--- src/rtl/shift_pkg.sv ---
// Shared definitions for the shift datapath and its operand deserializer.
// Frame length depends on OPDES_PARITY_EN (one trailing even-parity bit).
package shift_pkg;

  localparam int unsigned SHIFT_WIDTH = 8;

  typedef enum logic {
    EMPTY = 1'b0,
    FULL  = 1'b1
  } opdes_state_e;

  // Serial frame length in bits for a given operand width
  function automatic int unsigned frame_len(input int unsigned width);
`ifdef OPDES_PARITY_EN
    return width + 1;
`else
    return width;
`endif
  endfunction

endpackage

--- src/rtl/opdes_bitcnt.sv ---
// Frame bit counter: counts enabled cycles modulo FRAME, flags the last bit
// combinationally and reports a registered "count is non-zero" status.
module opdes_bitcnt #(
  parameter int unsigned FRAME = 8,
  localparam int unsigned CW = (FRAME > 1) ? $clog2(FRAME) : 1
) (
  input  logic clk,
  input  logic rst,
  input  logic en_i,
  output logic tc_c,
  output logic busy_o
);

  localparam logic [CW-1:0] LAST = CW'(FRAME - 1);

  logic [CW-1:0] cnt_q, cnt_d;
  logic          busy_q;

  always_comb begin
    tc_c  = en_i && (cnt_q == LAST);
    cnt_d = cnt_q;
    if (en_i) begin
      cnt_d = tc_c ? '0 : cnt_q + CW'(1);
    end
  end

  always_ff @(posedge clk) begin
    if (rst) begin
      cnt_q  <= '0;
      busy_q <= 1'b0;
    end else begin
      cnt_q  <= cnt_d;
      busy_q <= (cnt_d != '0);
    end
  end

  assign busy_o = busy_q;

endmodule

--- src/rtl/operand_deserializer.sv ---
// Serial-to-parallel operand loader with a held output word and valid/ready handshake.
// Define OPDES_PARITY_EN to append and check an even-parity bit per frame.
module operand_deserializer
  import shift_pkg::*;
#(
  parameter int unsigned WIDTH = SHIFT_WIDTH
) (
  input  logic             clk,
  input  logic             rst,
  input  logic             ser_in,
  input  logic             ser_valid,
  output logic [WIDTH-1:0] a_out,
  output logic             a_valid,
  input  logic             a_ready,
  output logic             busy,
  output logic             overrun,
  output logic             parity_err
);

  localparam int unsigned FRAME = frame_len(WIDTH);

  logic             tc_c;
  logic             word_ok_c;
  logic [WIDTH-1:0] word_c;
  logic [WIDTH-1:0] shreg_q, shreg_d;
  logic [WIDTH-1:0] a_out_q, a_out_d;
  logic             overrun_q, overrun_d;
  opdes_state_e     state_q, state_d;

  opdes_bitcnt #(.FRAME(FRAME)) u_bitcnt (
    .clk    (clk),
    .rst    (rst),
    .en_i   (ser_valid),
    .tc_c   (tc_c),
    .busy_o (busy)
  );

`ifdef OPDES_PARITY_EN
  logic perr_q, perr_d;

  // The parity bit is compared against the held data rather than shifted in
  always_comb begin
    shreg_d = shreg_q;
    if (ser_valid && !tc_c) begin
      shreg_d = {ser_in, shreg_q[WIDTH-1:1]};
    end
  end

  assign word_c    = shreg_q;
  assign word_ok_c = tc_c && ((^shreg_q ^ ser_in) == 1'b0);
  assign perr_d    = tc_c && !word_ok_c;

  always_ff @(posedge clk) begin
    if (rst) begin
      perr_q <= 1'b0;
    end else begin
      perr_q <= perr_d;
    end
  end

  assign parity_err = perr_q;
`else
  always_comb begin
    shreg_d = shreg_q;
    if (ser_valid) begin
      shreg_d = {ser_in, shreg_q[WIDTH-1:1]};
    end
  end

  assign word_c     = shreg_d;
  assign word_ok_c  = tc_c;
  assign parity_err = 1'b0;
`endif

  // Output register FSM; a completion while FULL and stalled drops the new word
  always_comb begin
    state_d   = state_q;
    a_out_d   = a_out_q;
    overrun_d = 1'b0;
    case (state_q)
      EMPTY: begin
        if (word_ok_c) begin
          state_d = FULL;
          a_out_d = word_c;
        end
      end
      FULL: begin
        if (word_ok_c) begin
          if (a_ready) begin
            a_out_d = word_c;
          end else begin
            overrun_d = 1'b1;
          end
        end else if (a_ready) begin
          state_d = EMPTY;
        end
      end
      default: state_d = EMPTY;
    endcase
  end

  always_ff @(posedge clk) begin
    if (rst) begin
      state_q   <= EMPTY;
      shreg_q   <= '0;
      a_out_q   <= '0;
      overrun_q <= 1'b0;
    end else begin
      state_q   <= state_d;
      shreg_q   <= shreg_d;
      a_out_q   <= a_out_d;
      overrun_q <= overrun_d;
    end
  end

  assign a_out   = a_out_q;
  assign a_valid = (state_q == FULL);
  assign overrun = overrun_q;

endmodule

--- config.mk ---
export PLATFORM = sky130hd
export DESIGN_NAME = operand_deserializer
export DESIGN_NICKNAME = d
export VERILOG_FILES = /design/src/rtl/shift_pkg.sv /design/src/rtl/opdes_bitcnt.sv /design/src/rtl/operand_deserializer.sv
export SDC_FILE = /design/constraint.sdc
export NUM_CORES = 1
export LEC_CHECK = 0
export CORE_MARGIN = 2
export CORE_UTILIZATION = 40
export DETAILED_ROUTE_END_ITERATION = 10
export GPL_ROUTABILITY_DRIVEN = 0
export PLACE_DENSITY = 0.76
export SYNTH_ARGS = -nofsm -noshare
export SYNTH_HDL_FRONTEND = slang
export SYNTH_SLANG_ARGS = --single-unit
--- constraint.sdc ---
create_clock -name clk -period 3 [get_ports clk]
set_input_delay 0.3 -clock clk [delete_from_list [all_inputs] [get_ports clk]]
set_output_delay 0.3 -clock clk [all_outputs]
set_load 0.02 [all_outputs]
After elaboration in Yosys (flattened, before gate mapping) --
Index checks and enable logic that the tools add are counted.
Word-level totals: bits in registers 22, bits of input ports 5, output and inout port bits 12, logic and storage cells 28
Operators by class: add/subtract/negate cells 1, eq/ne operators 4, multiplexer cells 11, bitwise gates (word level) 2, reduce and logical (&&, ||, !) cells 4
Operator list (count):
- $mux W8 | 4
- $pmux W8 S2 | 1
- $mux W3 | 2
- $ne A2 B2 Y1 const B | 3
- $add A3 B1 Y3 const B | 1
- $eq A3 B3 Y1 const B | 1
- $mux W1 | 3
- $reduce_and A3 Y1 | 1
- $reduce_bool A3 Y1 | 1
- $reduce_or A3 Y1 | 1
- $not A1 Y1 | 2
- $pmux W1 S2 | 1
- $logic_and A1 B1 Y1 | 1

Depth between registers and ports, before layout --
depth after elaboration 5, gate-level depth with buffers 6, mapped depth without buffers 5

Cells and area by module --
A second synthesis with hierarchy kept.
Unflattened totals: cell total of the unflattened synthesis 82, area total of the unflattened synthesis 892.1 um^2
By module, submodules not included:
- operand_deserializer | instances 1, cells an instance 63, area each 703.2 um^2, seq. area each 360.3 um^2
- opdes_bitcnt | instances 1, cells an instance 19, area each 188.9 um^2, seq. area each 80.1 um^2

Worst setup path after synthesis --
OpenSTA, ideal clock, no wires.
path type reg-to-reg, start register u_bitcnt.cnt_q[0], end register a_out_q[5], in the netlist a_out[5], library setup time 0.071 ns, arrival 1.314 ns, data required time 2.929 ns, slack 1.615 ns, stages on the path, launching flop included 7, buffers on the path 1, period minus slack after synthesis 1.385 ns, cells stage by stage dfxtp_1 > ha_1 > ha_1 > nand2_1 > clkbuf_1 > o21ai_1 > a21oi_1
Between the ends: cells in the longest elaborated chain, start to end 4, elaborated cells between the ends (all ways) 5, those cells by class eq/ne (3); reduce/logical (2)
RTL lines:
- start, declared | line opdes_bitcnt.sv:16 | logic [CW-1:0] cnt_q, cnt_d;
- start signal, assigned | line opdes_bitcnt.sv:32 | cnt_q <= cnt_d;
- $eq A3 B3 Y1 (*) | line opdes_bitcnt.sv:20 | tc_c = en_i && (cnt_q == LAST);
- $logic_and A1 B1 Y1 (*) | line opdes_bitcnt.sv:20
- $ne A2 B2 Y1 (no source line)
- $reduce_and A3 Y1 (no source line) (*)
- end signal, assigned | line operand_deserializer.sv:111 | a_out_q <= a_out_d;
- end, declared | line operand_deserializer.sv:26 | logic [WIDTH-1:0] a_out_q, a_out_d;
Every way passes the cells marked *; elsewhere a longest branch is shown, timed or not. A chain may end at the register's enable or synchronous reset.

Worst setup path in the final report --
start register u_bitcnt.cnt_q[0], end register a_out_q[6], in the netlist a_out[6]
The elaborated chain is that of the path after synthesis.

==> summary by stage <==
Run status
The flow ran to the end, and the final reports show no timing, DRC or antenna violations.

Placed design
The half-perimeter wire length after placement is 1121 µm. The number of buffers inserted by port buffering is 15.

Global routing
The met2 usage in global routing is roughly a quarter. The fraction of met1 tracks used by global routing is 17.40%. The first global-routing pass estimated between 2000 and 3000 µm of wire.

The busiest metal layer after global routing is met2. In the global route stage, met3 resource usage came out at 5.758%. The via count of the first global-routing pass is approximately 620. The total overflow left after global routing is 0. The number of antenna violations at the first check in global routing was 0. The largest net degree at the start of global routing is 22. Global routing used 14.80% of the available tracks across all layers.

Setup path
For the worst setup path, the data arrival time is 1890 ps. The launch point of the worst reg-to-reg path is u_bitcnt.cnt_q[0]. The setup check on the worst reg-to-reg path leaves a slack of 1330 ps.

STA classifies the critical path endpoint as a flip-flop. The largest fanout of any net on the critical path is 18. The critical path startpoint category is a flip-flop. For the worst flop-to-flop path, the logic depth is 5. The endpoint of the most critical register-to-register path is a_out[6].

The worst setup path is of the reg2reg kind. The required time of the worst setup path is 3220 ps.

Run
Max-cap violations in this run came to 0.

STA
After layout, the minimum clock period comes to 1670 ps. The count of final setup violators is 0. The highest achievable clock rate is roughly 0.6 GHz. Summed over all failing endpoints, the final setup total negative slack is 0 ps. The final hold violation count is 0. The max-slew violation count is 0. The worst slew margin relative to its limit is 51.57%. At the pin with the least slew margin, the transition time is 724.2 ps. The worst clock skew is 1.507 ps. The post-route fraction of the period consumed by the critical path is 55.67%. The worst hold margin is about 500 ps. Setup repair after global routing left no endpoint under its margin.

Clock network
The number of clock buffers added by TritonCTS is 3. Clock tree synthesis selected as its root buffer the cell sky130_fd_sc_hd__clkbuf_4. After clock tree synthesis, the clock-pin slew on the worst setup and hold paths is 110 ps. The longest clock path from root to sink contains 2 buffers. After clock tree synthesis, the repair step resized 0 gates. The CTS tree is yes.

The later-pin clock latency in the skew report is 300 ps. The count of clock tree sinks is 22. The number of hold buffers added after CTS was 0. CTS built an H-tree with a depth of 1. The number of setup buffers added after CTS is 0.

Floorplan
From left edge to right edge, the die measures 49.68 µm. Measured along the y axis, the die boundary spans approximately 50 µm. The die outline area is ~2500 µm². The count of standard-cell rows is 16.

During I/O placement, the number of pins put on the boundary was 17. The area of the core region is 1962 µm². The starting density of the core is between 40% and 50%.

Worst hold path
The path with the worst hold slack has its endpoint at a_out[4]. The path class of the tightest hold or removal check is reg2reg. The number of stages on the worst hold path is 2. The launch instance of the worst min-delay path is a_out[4].

Detailed routing
In the final routed layout, each cell accounts on average for 12.21 µm. The total iterations of the first detailed-routing run is 4. The number of vias in the routed layout is 634.

The total wire length is about 1600 µm. In the routed layout, each cell is associated on average with a via count of 4.992. In the routed design, unresolved DRC markers number 0. Once detail routing completed, the nets flagged for antenna violations numbered 0.

The initial DRC count is 5.

Synthesis
Synthesis produced a netlist with a net count of 93. For this run, asynchronously set or reset flops after synthesis account for 0%. Synthesis handed over a netlist of 86 instances.

In the synthesized netlist the dominant register cell turns out to be sky130_fd_sc_hd__dfxtp_1. Averaged over all synthesized cells, the footprint is 9.704 µm². In this run the biggest area consumer among cell types represents a little over half of the synthesized area. The cell type with the highest aggregate area in the netlist is sky130_fd_sc_hd__dfxtp_1. The number of distinct standard cells referenced by the synthesized netlist is 18. In this run the cell area of the synthesized design comes to 834.6 µm². In the post-synthesis netlist, the biggest area contributors are sky130_fd_sc_hd__dfxtp_1 (53%), sky130_fd_sc_hd__mux2i_1 (9.6%), sky130_fd_sc_hd__a21oi_1 (7.2%), sky130_fd_sc_hd__or3_1 (6.7%), sky130_fd_sc_hd__o21ai_1 (4.8%). Yosys mapped a number of flops with a built-in enable equal to 0. The sequential cell area fraction in the yosys report is 52.77%.

After synthesis the netlist holds a flip-flop and latch count of 22. The Yosys warning count is 0.

Layout
The top cell types in the final layout, fill and taps aside, are sky130_fd_sc_hd__dfxtp_1 (22), sky130_fd_sc_hd__clkdlybuf4s50_1 (15), sky130_fd_sc_hd__a21oi_1 (12). The sequential cell area in the final layout is roughly 440 µm². The fraction of layout instances using a drive strength above 1 is around 5.0%.

The layout overhead on the synthesized area is 23.24%. The library cell used most frequently in the layout, excluding fill and tap cells, is sky130_fd_sc_hd__dfxtp_1. The number of diodes is 0. In the final design database the tool counted 108 nets. In the final layout, the multi-input gates occupy 360.3 µm². The number of fillers in the final layout is approximately 210.

Pwr
Dividing total power by cell area gives a power density of roughly 480 nW/µm². The total leakage power is 0.3862 nW. The peak supply drop is 359.6 µV.
final cells by class:
class / count / area share [%]
timing repair buffer: 16 / 15.33
tap: 27 / 3.285
clock buffer: 4 / 3.528
sequential: 22 / 42.82
multi-input combinational: 58 / 35.04
flip-flops by register name, summed over array words and instances, names as in the netlist:
| register | count |
|---|---|
| u_bitcnt.busy_o | 1 |
| a_valid | 1 |
| a_out | 8 |
| overrun | 1 |
| u_bitcnt.cnt_q | 3 |
| shreg_q | 8 |
cell usage after synthesis (all sizes together) (2+ instances only):
library cell,instances
nand3b,2
buf,3
ha,2
mux2i,8
dfxtp,22
a21oi,12
o21ai,8
or3,9
nand2b,4
clkbuf,3
nor2,8
critical path, cell delays in order (launching register included):
cell                      delay [ps]
sky130_fd_sc_hd__dfxtp_1         370
sky130_fd_sc_hd__ha_1            160
sky130_fd_sc_hd__ha_1            190
sky130_fd_sc_hd__nand2_1         300
sky130_fd_sc_hd__or3_1           440
sky130_fd_sc_hd__a21oi_1         140
report_power, final:
part	switching, W	internal [W]
combinational	0.0000162	0.0000154
sequential	0.00000253	0.000297
clock	0.0000831	0.0000740
kinds of logic after synthesis:
kind of cell             after synthesis  share of synthesized area (%)
AO/OA/AOI/OAI                         20                          11.99
adder cells (fa/ha/maj)                2                          2.998
buffers and inverters                  6                          4.048
flip-flops                            22                          52.77
multiplexers                           8                          9.596
other                                  1                         0.4493
AND/OR/NAND/NOR                       27                          18.14
worst max path at each step:
stage                 startpoint       end  slack [ps]  cells after the start
2_1_floorplan  u_bitcnt.cnt_q[0]  a_out[5]        1610                      6
6_report       u_bitcnt.cnt_q[0]  a_out[6]        1330                      5
4_1_cts        u_bitcnt.cnt_q[0]  a_out[6]        1300                      5
3_3_place_gp           ser_valid  a_out[7]        1100                      5
5_1_grt        u_bitcnt.cnt_q[0]  a_out[6]        1140                      5
3_5_place_dp           ser_valid  a_out[7]        1050                      5
through the flow:
| stage | power, W | cells | setup slack, ps | cell area [µm²] | util (%) |
|---|---|---|---|---|---|
| 2_1_floorplan | 0.0003273 | 86 | 1615 | 834.6 | - |
| 3_3_place_gp | 0.0003374 | 123 | 1104 | 992.2 | 50.57 |
| 3_5_place_dp | 0.0003387 | 123 | 1050 | 992.2 | 50.57 |
| 4_1_cts | 0.0004974 | 127 | 1297 | 1028 | 52.42 |
| 5_1_grt | 0.0005116 | 127 | 1138 | 1028 | 52.42 |
| 6_report | 0.0004886 | 127 | 1330 | 1028 | 52.42 |
metal layers:
layer,routed length [µm],vias to the layer above
met5,0,-
met4,0,0
met3,59,0
met2,831,13
met1,659,294
li1,-,327
Power figures use the tool's default switching activity.
